### config.mk
export PLATFORM = sky130hd
export DESIGN_NAME = serdesphy_powerup_sequencer
export DESIGN_NICKNAME = d
export VERILOG_FILES = /design/src/rtl/serdesphy_powerup_sequencer.sv
export SDC_FILE = /design/constraint.sdc
export NUM_CORES = 1
export LEC_CHECK = 0
export ABC_AREA = 1
export CAP_MARGIN = 20
export CORE_MARGIN = 2
export CORE_UTILIZATION = 35
export DETAILED_ROUTE_END_ITERATION = 8
export PLACE_DENSITY_LB_ADDON = 0.05
export SYNTH_ARGS = -nofsm -noshare
export SYNTH_HDL_FRONTEND = slang
export SYNTH_SLANG_ARGS = --single-unit
### constraint.sdc
create_clock -name clk_ref_24m -period 2.2 [get_ports clk_ref_24m]
set_input_delay 0.22 -clock clk_ref_24m [delete_from_list [all_inputs] [get_ports clk_ref_24m]]
set_output_delay 0.22 -clock clk_ref_24m [all_outputs]
set_load 0.05 [all_outputs]
### src/rtl/serdesphy_powerup_sequencer.sv
`default_nettype none
`timescale 1ns/1ps
// ============================================================================
//  Module      : serdesphy_powerup_sequencer
//  Description : Brings the SERDES PHY from off to ready through PLL/CDR reset
//                pulses and lock waits. Handles timeouts, bounded retries and
//                lock-loss recovery.
//  Revision    : 1.0  initial release
// ============================================================================
module serdesphy_powerup_sequencer #(
    parameter int RST_PULSE_CYCLES = 4,
    parameter int PLL_TIMEOUT      = 512,
    parameter int CDR_TIMEOUT      = 2047,
    parameter int MAX_RETRIES      = 3
) (
    input  logic       clk_ref_24m,
    input  logic       rst_n,
    input  logic       seq_en,
    input  logic       pll_lock,
    input  logic       cdr_lock,
    input  logic       phy_ready,
    output logic       phy_en,
    output logic       pll_rst,
    output logic       cdr_rst,
    output logic       seq_busy,
    output logic       seq_ready,
    output logic       seq_fault,
    output logic [1:0] fault_code,
    output logic [3:0] retry_cnt,
    output logic [2:0] seq_state
);

    typedef enum logic [2:0] {
        ST_IDLE     = 3'd0,
        ST_PLL_RST  = 3'd1,
        ST_PLL_WAIT = 3'd2,
        ST_CDR_RST  = 3'd3,
        ST_CDR_WAIT = 3'd4,
        ST_READY    = 3'd5,
        ST_FAULT    = 3'd6
    } state_t;

    localparam logic [11:0] c_rst_last  = 12'(RST_PULSE_CYCLES - 1);
    localparam logic [11:0] c_pll_last  = 12'(PLL_TIMEOUT - 1);
    localparam logic [11:0] c_cdr_last  = 12'(CDR_TIMEOUT - 1);
    localparam logic [11:0] c_timer_max = 12'hFFF;
    localparam logic [3:0]  c_max_retry = 4'(MAX_RETRIES);

    localparam logic [1:0] c_code_none = 2'b00;
    localparam logic [1:0] c_code_pll  = 2'b01;
    localparam logic [1:0] c_code_cdr  = 2'b10;
    localparam logic [1:0] c_code_lost = 2'b11;

    state_t      r_state;
    state_t      w_next_state;
    state_t      w_esc_target;
    logic [11:0] r_timer;
    logic [3:0]  r_retry_cnt;
    logic [3:0]  w_next_retry;
    logic [1:0]  r_fault_code;
    logic [1:0]  w_next_code;
    logic [1:0]  w_esc_code;
    logic        w_restart;
    logic        w_escalate;
    logic        w_retry_ok;

    logic        r_phy_en;
    logic        r_pll_rst;
    logic        r_cdr_rst;
    logic        r_seq_busy;
    logic        r_seq_ready;
    logic        r_seq_fault;
    logic        w_phy_en;
    logic        w_pll_rst;
    logic        w_cdr_rst;
    logic        w_seq_busy;
    logic        w_seq_ready;
    logic        w_seq_fault;

    assign w_retry_ok = (r_retry_cnt < c_max_retry);

    // Next-state logic; w_escalate marks a timeout or lock-loss that consumes
    // a retry or, once retries are exhausted, lands in FAULT.
    always_comb begin
        w_next_state = r_state;
        w_next_retry = r_retry_cnt;
        w_next_code  = r_fault_code;
        w_restart    = 1'b0;
        w_escalate   = 1'b0;
        w_esc_target = r_state;
        w_esc_code   = c_code_none;

        if (!seq_en) begin
            w_next_state = ST_IDLE;
            w_next_retry = 4'd0;
            w_next_code  = c_code_none;
            w_restart    = (r_state != ST_IDLE);
        end else begin
            case (r_state)
                ST_IDLE: begin
                    w_next_state = ST_PLL_RST;
                    w_restart    = 1'b1;
                end
                ST_PLL_RST: begin
                    if (r_timer == c_rst_last) begin
                        w_next_state = ST_PLL_WAIT;
                        w_restart    = 1'b1;
                    end
                end
                ST_PLL_WAIT: begin
                    if (pll_lock) begin
                        w_next_state = ST_CDR_RST;
                        w_restart    = 1'b1;
                    end else if (r_timer == c_pll_last) begin
                        w_escalate   = 1'b1;
                        w_esc_target = ST_PLL_RST;
                        w_esc_code   = c_code_pll;
                    end
                end
                ST_CDR_RST: begin
                    if (!pll_lock) begin
                        w_escalate   = 1'b1;
                        w_esc_target = ST_PLL_RST;
                        w_esc_code   = c_code_lost;
                    end else if (r_timer == c_rst_last) begin
                        w_next_state = ST_CDR_WAIT;
                        w_restart    = 1'b1;
                    end
                end
                ST_CDR_WAIT: begin
                    // cdr_lock alone is not enough: phy_ready lags it
                    if (phy_ready) begin
                        w_next_state = ST_READY;
                        w_restart    = 1'b1;
                    end else if (!pll_lock) begin
                        w_escalate   = 1'b1;
                        w_esc_target = ST_PLL_RST;
                        w_esc_code   = c_code_lost;
                    end else if (r_timer == c_cdr_last) begin
                        w_escalate   = 1'b1;
                        w_esc_target = ST_CDR_RST;
                        w_esc_code   = c_code_cdr;
                    end
                end
                ST_READY: begin
                    if (!pll_lock) begin
                        w_escalate   = 1'b1;
                        w_esc_target = ST_PLL_RST;
                        w_esc_code   = c_code_lost;
                    end else if (!cdr_lock || !phy_ready) begin
                        w_escalate   = 1'b1;
                        w_esc_target = ST_CDR_RST;
                        w_esc_code   = c_code_lost;
                    end
                end
                ST_FAULT: begin
                    w_next_state = ST_FAULT;
                end
                default: begin
                    w_next_state = ST_IDLE;
                    w_restart    = 1'b1;
                end
            endcase

            if (w_escalate) begin
                w_restart = 1'b1;
                if (w_retry_ok) begin
                    w_next_state = w_esc_target;
                    w_next_retry = r_retry_cnt + 4'd1;
                end else begin
                    w_next_state = ST_FAULT;
                    w_next_code  = w_esc_code;
                end
            end
        end
    end

    // Outputs are decoded from the next state so they register with it
    always_comb begin
        w_phy_en    = 1'b0;
        w_pll_rst   = 1'b0;
        w_cdr_rst   = 1'b0;
        w_seq_busy  = 1'b0;
        w_seq_ready = 1'b0;
        w_seq_fault = 1'b0;
        case (w_next_state)
            ST_PLL_RST: begin
                w_phy_en   = 1'b1;
                w_pll_rst  = 1'b1;
                w_cdr_rst  = 1'b1;
                w_seq_busy = 1'b1;
            end
            ST_PLL_WAIT, ST_CDR_RST: begin
                w_phy_en   = 1'b1;
                w_cdr_rst  = 1'b1;
                w_seq_busy = 1'b1;
            end
            ST_CDR_WAIT: begin
                w_phy_en   = 1'b1;
                w_seq_busy = 1'b1;
            end
            ST_READY: begin
                w_phy_en    = 1'b1;
                w_seq_ready = 1'b1;
            end
            ST_FAULT: begin
                w_seq_fault = 1'b1;
            end
            default: begin
                w_phy_en = 1'b0;
            end
        endcase
    end

    always_ff @(posedge clk_ref_24m or negedge rst_n) begin
        if (!rst_n) begin
            r_state      <= ST_IDLE;
            r_timer      <= 12'd0;
            r_retry_cnt  <= 4'd0;
            r_fault_code <= c_code_none;
            r_phy_en     <= 1'b0;
            r_pll_rst    <= 1'b0;
            r_cdr_rst    <= 1'b0;
            r_seq_busy   <= 1'b0;
            r_seq_ready  <= 1'b0;
            r_seq_fault  <= 1'b0;
        end else begin
            r_state      <= w_next_state;
            r_retry_cnt  <= w_next_retry;
            r_fault_code <= w_next_code;
            r_phy_en     <= w_phy_en;
            r_pll_rst    <= w_pll_rst;
            r_cdr_rst    <= w_cdr_rst;
            r_seq_busy   <= w_seq_busy;
            r_seq_ready  <= w_seq_ready;
            r_seq_fault  <= w_seq_fault;
            // Saturates in the states that have no timeout of their own
            if (w_restart) begin
                r_timer <= 12'd0;
            end else if (r_timer != c_timer_max) begin
                r_timer <= r_timer + 12'd1;
            end
        end
    end

    assign phy_en     = r_phy_en;
    assign pll_rst    = r_pll_rst;
    assign cdr_rst    = r_cdr_rst;
    assign seq_busy   = r_seq_busy;
    assign seq_ready  = r_seq_ready;
    assign seq_fault  = r_seq_fault;
    assign fault_code = r_fault_code;
    assign retry_cnt  = r_retry_cnt;
    assign seq_state  = r_state;

endmodule
`default_nettype wire

# == Word level (Yosys, flattened, before mapping) ==
# Cells that the tools add are included.
# word_totals
reg_bits,27
latch_bits,0
ram_bits,0
rom_bits,0
inputBits,6
output_inout_bits,15
word_cells,102
memories,0
# op_classes
addsub,2
mul,0
div_mod_pow,0
order_cmp,1
eq_ne,19
shifts,0
mux,58
n_bitwise,0
reduce_logical,12
# op_table
op,count
2-to-1 mux 3 bit,16
2-to-1 mux 12 bit,2
2-to-1 mux 1 bit,23
one-hot mux 3 bit (7 select lines),1
== test 3 bit (second input constant),6
2-to-1 mux 2 bit,9
adder 12 x 1 -> 12 bit (second input constant),1
== test 12 x 11 -> 1 bit (second input constant),1
== test 12 x 2 -> 1 bit (second input constant),1
== test 12 x 9 -> 1 bit (second input constant),1
== test 3 x 2 -> 1 bit (second input constant),4
2-to-1 mux 4 bit,3
!= test 12 bit (second input constant),1
one-hot mux 3 bit (4 select lines),1
one-hot mux 2 bit (4 select lines),1
== test 3 x 1 -> 1 bit (second input constant),2
one-hot mux 1 bit (5 select lines),1
OR reduction 5 bit,1
adder 4 x 1 -> 4 bit (second input constant),1
less-than comparator 4 x 2 -> 1 bit (second input constant),1
!= test 2 x 1 -> 1 bit (second input constant),2
one-hot mux 1 bit (4 select lines),1
AND reduction 2 bit,2
OR reduction 4 bit,1
other kinds (8),9

# == Logic depth before layout (Yosys ltp) ==
# Gate-level depths: netlist of the first run.
# depth
word_depth,11
depth_mapped,15
mapped_depth_nobuf,15

# == Worst setup path after synthesis of the first run ==
# OpenSTA, ideal clock, no wires.
# synth_timing
kind,register -> register
start,"register r_state[2], in the netlist seq_state[2]"
end,"register r_phy_en, in the netlist phy_en"
setup_time_ps,117
t_arrival_ps,1862
required_time_ps,2083
path_slack_ps,221
path_stages_with_launch,10
path_buffers,0
period_less_slack_ps,1979
cell_sequence,dfrtp_1 -> inv_2 -> ha_1 -> inv_1 -> nand3_2 -> nand2_2 -> nor2_8 -> inv_2 -> nand2_2 -> nand2_1
# synth_between
elab_chain_cells,10
# synth_lines
item,line,rtl
start: declaration,54,state_t r_state;
start signal: assignment,228,r_state <= w_next_state;
2-to-1 mux 3 bit,139,end else if (r_timer == c_cdr_last) begin
2-to-1 mux 3 bit,135,end else if (!pll_lock) begin
2-to-1 mux 3 bit,132,if (phy_ready) begin
one-hot mux 3 bit (4 select lines),99,case (r_state)
2-to-1 mux 3 bit,167,if (w_retry_ok) begin
2-to-1 mux 3 bit (*),165,if (w_escalate) begin
2-to-1 mux 3 bit (*),93,if (!seq_en) begin
via w_next_state[2],55,state_t w_next_state;
"== test 3 bit, or another cell as far along",186,case (w_next_state)
OR reduction 5 bit (no line) (*),-,
2-to-1 mux 1 bit (*),186,
via w_phy_en,73,logic w_phy_en;
end signal: assignment,231,r_phy_en <= w_phy_en;
end: declaration,67,logic r_phy_en;
# The timed path passes the listed nets; every way through them passes the cells marked *. The select of a mux whose other input is x is not followed.
# A chain may end at the register's enable or synchronous reset.

# == Final worst setup path of the first run ==
# layout_timing
start,"register r_state[1], in the netlist seq_state[1]"
end,output port seq_state[1]
# layout_lines
item,line,rtl
end: declaration,30,output logic [2:0] seq_state
# No word-level cell between the ends.

==> results of run 1 <==
through the flow:
step	instances	utilization, %	power (W)	cell area (µm²)
after detailed placement	311	42.5	0.000863	2010
after floorplan	223	-	0.000765	1710
after global placement	311	42.5	0.000864	2010
after CTS	315	43.5	0.00115	2050
final	315	43.5	0.00113	2050
after global routing	315	43.5	0.00121	2050
final cells by class:
class / instances / area [µm²] / share of cell area, %
clock buffers: 3 / 41.3 / 2.01
clock inverters: 1 / 5.00 / 0.244
inverters: 35 / 131 / 6.40
multi-input cells: 160 / 901 / 43.9
flip-flops and latches: 27 / 676 / 32.9
well taps: 67 / 83.8 / 4.08
repair buffers: 22 / 215 / 10.5
worst max-delay path by stage:
stage / startpoint / end / slack [ps] / cells after the start
after global routing: r_timer[1] / phy_en / 90 / 12
after detailed placement: pll_lock / r_timer[11] / 170 / 11
final: seq_state[1] / seq_state[1] / 290 / 1
after floorplan: seq_state[2] / phy_en / 220 / 9
after global placement: pll_lock / r_timer[11] / 210 / 11
after CTS: r_timer[1] / r_timer[11] / 270 / 10
Yosys cell counts:
cell type,n,area share (%)
a211oi_1,1,0.44
nand3_4,1,1.0
ha_1,4,2.9
inv_1,25,5.5
nor2_8,2,2.3
nor3_2,1,0.58
nor3_1,2,0.58
dfrtp_1,27,39
nor2_2,1,0.37
inv_2,10,2.2
nor2_4,3,2.0
nand2_1,42,9.2
nor4_2,1,0.73
xnor2_1,1,0.51
nor2_1,38,8.3
nand2_2,10,3.7
buf_2,1,0.29
o21ai_1,1,0.29
a21oi_1,5,1.5
o31ai_1,1,0.44
nand3_2,5,2.9
xor2_1,6,3.1
nand4_4,1,1.2
nand4_1,3,1.1
a22oi_1,2,0.88
o22ai_1,1,0.37
o21ai_0,8,2.3
nand3_1,20,5.8
power by group:
part	switching, W	total [W]	internal (W)
registers	0.0000292	0.000557	0.000528
clock network	0.000156	0.000283	0.000127
logic	0.000194	0.000290	0.0000958
total	0.000380	0.00113	0.000751
state kept, by name (all words and copies together), names as in the netlist:
register    flops
r_timer        12
cdr_rst         1
pll_rst         1
seq_busy        1
seq_ready       1
fault_code      2
seq_state       3
phy_en          1
seq_fault       1
retry_cnt       4
layer usage:
layer | up-vias | wire length, µm
li1 | 755 | -
met1 | 648 | 1720
met2 | 17 | 1810
met3 | 2 | 72
met4 | 0 | 23
met5 | - | 0
cell usage in the layout (no fill, tap or decap):
cell,synthesis,layout
xnor2_1,1,1
nor4_2,1,1
clkdlybuf4s50_1,0,20
nand2_1,42,42
a211oi_1,1,1
clkinv_2,0,1
buf_4,0,2
o22ai_1,1,1
o21ai_0,8,8
a21oi_1,5,5
inv_1,25,25
nand3_4,1,1
nor2_8,2,2
dfrtp_1,27,27
ha_1,4,4
nand4_4,1,1
a22oi_1,2,2
nor3_2,1,1
nand2_2,10,10
o21ai_1,1,1
xor2_1,6,6
nand3_2,5,5
nand3_1,20,20
nor3_1,2,2
nor2_4,3,3
nand4_1,3,3
o31ai_1,1,1
nor2_2,1,1
inv_2,10,10
clkbuf_8,0,3
nor2_1,38,38
cell families (layout without fill, tap and decap cells):
kind of cell	count (synthesis)	in the layout	synth area share, %
xor+xnor	7	7	3.58
buf+inv	36	61	7.96
simple gates	130	130	39.9
fa+ha+maj	4	4	2.92
compound gates	19	19	6.21
flops	27	27	39.4
==> qor.csv, run 1 <==
stage,metric,value,unit
outcome,status,finished clean,
global_route,GRT overflow,0,
global_route,pin count of the biggest net entering global routing,28,
route,WL/cell,11.5,µm
route,Iteration-0 DRC Markers,35,
setup_path,CP Max Fanout,9,
yosys,Synth Instances,223,
route,"wirelength, routed",3.62,mm
clock_network,cts hold-fix bufs,0,
timing,worst slew pin tran,500,ps
die,# rows,25,
timing,clk_skew,1.31,ps
clock_network,CTS Root Buffer Type,clkbuf_8,
setup_path,crit-path cells,clkdlybuf4s50_1,
setup_path,CP Data Arrival Time,1690,ps
setup_path,number of cells on the worst reg-to-reg path,10,
setup_path,reg-to-reg startpoint,r_timer[1],
final_layout,share of cells above drive strength 1,16.5,%
die,die area,0.00547,mm²
placement,gp weighted congestion,0.840,
placement,Port Buffers,20,
global_route,vias in the first global route,1446,
worst_hold_path,Hold Crit Class,in2async,
clock_network,clock buffer count from CTS,3,
clock_network,Post-CTS Resized,0,
yosys,"Net Count, Synth",233,
setup_path,"Largest stage delay, worst path",870,ps
timing,final setup fails,0,
setup_path,reg2reg end,r_timer[11],
final_layout,Layout Area Growth over Synthesis,19.9,%
clock_network,clk_lat worst skew,270,ps
clock_network,CTS tree,built,
timing,highest clock rate,523,MHz
setup_path,startpoint type of the worst setup path,register,
timing,RSZ-0062 raised after global routing,false,
power,Leak,1.03,nW
final_layout,# fillers,492,
yosys,Netlist Area Pre-Place,0.00171,mm²
clock_network,clk buf depth,2,
flow_run,max-capacitance violation count,0,
route,first-pass detailed-route iteration total,4,
setup_path,Bufs and invs on worst path,1,
die,Chip Width,74.0,µm
route,detailed-route DRC error count,0,
die,Die Y,74.0,µm
timing,Final Hold Fails,0,
placement,Place WS,165,ps
global_route,initial antenna violation count,0,
timing,final hold slack,307,ps
die,I/O pin cnt,21,
setup_path,crit-path leading delay family,buffers and inverters,
yosys,sequential share of the synthesized area,39.4,%
timing,Final Cycle Share,87.0,%
final_layout,diode count,0,
timing,Setup TNS,0,ps
timing,post-route minimum period,1910,ps
yosys,Synth Area per Inst,7.68,µm²
yosys,post-synth cell types,28,
clock_network,Sinks on Clock Net,27,
setup_path,Crit. End Element,output pin,
clock_network,postcts setup bufs,0,
setup_path,worst reg2reg setup slack,290,ps
die,total core area,0.00472,mm²
route,vias,1422,
clock_network,H-tree depth,1,
route,vias per cell,4.51,
setup_path,worst endpoint required time,1980,ps
final_layout,nets,259,
die,Starting Density,36.3,%
setup_path,Crit Path Class,reg2out,
global_route,total track usage,15.5,%
global_route,Most Crowded Layer GR,met2,
route,DRT antenna net count,0,
power,pwr dens,550,mW/mm²
clock_network,clock slew at reported path FFs,90,ps
yosys,"FF+latch count, synth",27,
power,Peak VDD IR,334,µV
timing,Final Max Slew Viols,0,
global_route,met3 usage,2.85,%
global_route,met1 Usage GRT,20.7,%
placement,dpl hpwl,2.94,mm
global_route,first-pass GRT wire length,6.61,mm
yosys,yosys warns,0,
timing,Slew headroom,66.6,%
global_route,met2 Use GR,26.9,%
setup_path,CP max stage cell,clkdlybuf4s50_1,
timing,setup ws final,287,ps
No activity file was read; power rests on OpenSTA's default activity.
==> run 2, diff against run 1 <==
Settings changed: PLACE_DENSITY set to 0.64, PLACE_DENSITY_LB_ADDON 0.05 to unset.
==> run 2 against run 1 <==
Effect of this change: total power is 1.3% higher; global-route usage shrank 0.86 points; final cell count unchanged; sequential power is essentially flat; maximum frequency shrank 0.77%; worst hold slack gained 6.9 ps; wire length increased by 1.2%; first-iteration DRC count increased by 8.6%; die area did not move; non-clock buffer count is the same; critical path depth up 9; largest cell class unchanged; highest routed layer unchanged.
==> qor.csv, run 2 (synthesis results as in run 1) <==
stage,metric,value,unit,change
timing,Slew headroom,65.9,%,was 66.6%
setup_path,startpoint type of the worst setup path,register,,unchanged
global_route,first-pass GRT wire length,6.22,mm,was 6.61 mm
final_layout,Layout Area Growth over Synthesis,20.0,%,was 19.9%
timing,Final Max Slew Viols,0,,unchanged
setup_path,worst reg2reg setup slack,270,ps,was 290 ps
setup_path,"Largest stage delay, worst path",420,ps,was 870 ps
final_layout,max reg flops,12,,unchanged
timing,Final Hold Fails,0,,unchanged
global_route,GRT overflow,0,,unchanged
setup_path,reg-to-reg startpoint,r_timer[1],,unchanged
setup_path,CP max stage cell,dfrtp_1,,was clkdlybuf4s50_1
die,Starting Density,36.3,%,unchanged
setup_path,crit-path leading delay family,simple AND/OR/NAND/NOR gates,,was buffers and inverters
die,die area,0.00547,mm²,unchanged
die,# rows,25,,unchanged
clock_network,H-tree depth,1,,unchanged
route,WL/cell,11.6,µm,was 11.5 µm
placement,dpl hpwl,2.88,mm,was 2.94 mm
die,total core area,0.00472,mm²,unchanged
placement,gp weighted congestion,0.880,,was 0.840
global_route,vias in the first global route,1373,,was 1446
setup_path,number of cells on the worst reg-to-reg path,10,,unchanged
clock_network,clock buffer count from CTS,3,,unchanged
clock_network,Post-CTS Resized,0,,unchanged
die,Die Y,74.0,µm,unchanged
clock_network,cts hold-fix bufs,0,,unchanged
setup_path,Bufs and invs on worst path,1,,unchanged
timing,Setup TNS,0,ps,unchanged
clock_network,clk buf depth,2,,unchanged
final_layout,most frequent cells in the layout,"nand2_1, nor2_1, dfrtp_1",,unchanged
clock_network,CTS Root Buffer Type,clkbuf_8,,unchanged
timing,Final Cycle Share,87.6,%,was 87.0%
worst_hold_path,Hold Crit Class,in2async,,unchanged
setup_path,worst endpoint required time,2370,ps,was 1980 ps
clock_network,postcts setup bufs,0,,unchanged
clock_network,CTS tree,built,,unchanged
power,pwr dens,557,mW/mm²,was 550 mW/mm²
global_route,pin count of the biggest net entering global routing,28,,unchanged
timing,clk_skew,5.56,ps,was 1.31 ps
setup_path,crit-path cells,ha_1 -> nand3_1 -> nor2_4 -> nand3_2 -> nand4_4 -> nand2_2 -> nand3_1 -> nand2_1 -> inv_2 -> nor2_1,,was clkdlybuf4s50_1
route,DRT antenna net count,0,,unchanged
clock_network,clk_lat worst skew,270,ps,about the same
timing,post-route minimum period,1930,ps,was 1910 ps
route,Iteration-0 DRC Markers,38,,was 35
setup_path,CP Data Arrival Time,2090,ps,was 1690 ps
final_layout,Largest Register,r_timer,,unchanged
final_layout,# fillers,500,,was 492
clock_network,clock slew at reported path FFs,100,ps,was 90 ps
flow_run,max-capacitance violation count,0,,unchanged
setup_path,Crit Path Class,reg2reg,,was reg2out
final_layout,nets,259,,unchanged
global_route,initial antenna violation count,0,,unchanged
route,"wirelength, routed",3.67,mm,was 3.62 mm
route,vias per cell,4.56,,was 4.51
route,vias,1437,,was 1422
placement,Port Buffers,20,,unchanged
global_route,total track usage,14.7,%,was 15.5%
timing,highest clock rate,519,MHz,was 523 MHz
die,I/O pin cnt,21,,unchanged
route,first-pass detailed-route iteration total,4,,unchanged
route,detailed-route DRC error count,0,,unchanged
final_layout,share of cells above drive strength 1,16.5,%,unchanged
setup_path,reg2reg end,r_timer[6],,was r_timer[11]
setup_path,Crit. End Element,register,,was output pin
timing,worst slew pin tran,511,ps,was 500 ps
final_layout,post-layout util,43.5,%,about the same
setup_path,CP Max Fanout,10,,was 9
timing,RSZ-0062 raised after global routing,false,,unchanged
clock_network,Sinks on Clock Net,27,,unchanged
die,Chip Width,74.0,µm,unchanged
final_layout,"most common cell after layout, fill and taps aside",nand2_1,,unchanged
setup_path,cell mode on critical path,nand3_1,,
power,Peak VDD IR,299,µV,was 334 µV
final_layout,diode count,0,,unchanged
timing,final setup fails,0,,unchanged
power,Leak,1.03,nW,about the same
outcome,status,finished clean,,unchanged
[run 2: cell types whose count changed in the layout (fill, tap and decap cells not counted)]
cell,before,now
clkinv_2,1,0
clkinvlp_4,0,1
[run 2: area by class of cell]
class | count | area [µm²] | share of cell area (%)
sequential | 27 | 676 | 32.9
clock inverter | 1 | 7.51 | 0.365
multi-input combinational | 160 | 901 | 43.8
clock buffer | 3 | 41.3 | 2.01
timing repair buffer | 22 | 215 | 10.5
inverter | 35 | 131 | 6.39
tap | 67 | 83.8 | 4.08
[run 2: per-stage QoR]
stage / cell area, µm² / instances / worst slack, ps / power, W / hold WS, ps
finish: 2060 / 315 / 272 / 0.00114 / 314
global route: 2060 / 315 / 30.5 / 0.00121 / 330
CTS: 2060 / 315 / 259 / 0.00116 / 322
detailed placement: 2010 / 311 / 184 / 0.000867 / 481
global placement: 2010 / 311 / 228 / 0.000863 / 479
floorplan: 1710 / 223 / 221 / 0.000765 / -75.6
[run 2: worst max-delay path by stage]
| stage | startpoint | slack [ps] | cells past startpoint | end |
|---|---|---|---|---|
| final | r_timer[1] | 270 | 10 | r_timer[6] |
| after global routing | r_timer[1] | 30 | 12 | phy_en |
| after CTS | r_timer[1] | 260 | 10 | r_timer[11] |
| after detailed placement | pll_lock | 180 | 11 | r_timer[11] |
| after global placement | phy_ready | 230 | 14 | seq_busy |
| after floorplan | seq_state[2] | 220 | 9 | phy_en |
[run 2: metal layers]
layer  share of wire [%]  global-route usage (%)  vias up
met3                 3.1                    2.98        6
met5                   0                       0        -
met1                  48                    19.2      658
met2                  48                    24.5       18
li1                    -                       -      755
met4                 1.4                    4.65        0
[run 2: where the power goes]
part	leakage, nW	internal (W)	total (W)	switching, W
Sequential	0.367	0.000528	0.000559	0.0000310
Clock	0.0217	0.000129	0.000292	0.000163
Combinational	0.640	0.0000963	0.000294	0.000198
Total	1.03	0.000753	0.00114	0.000392
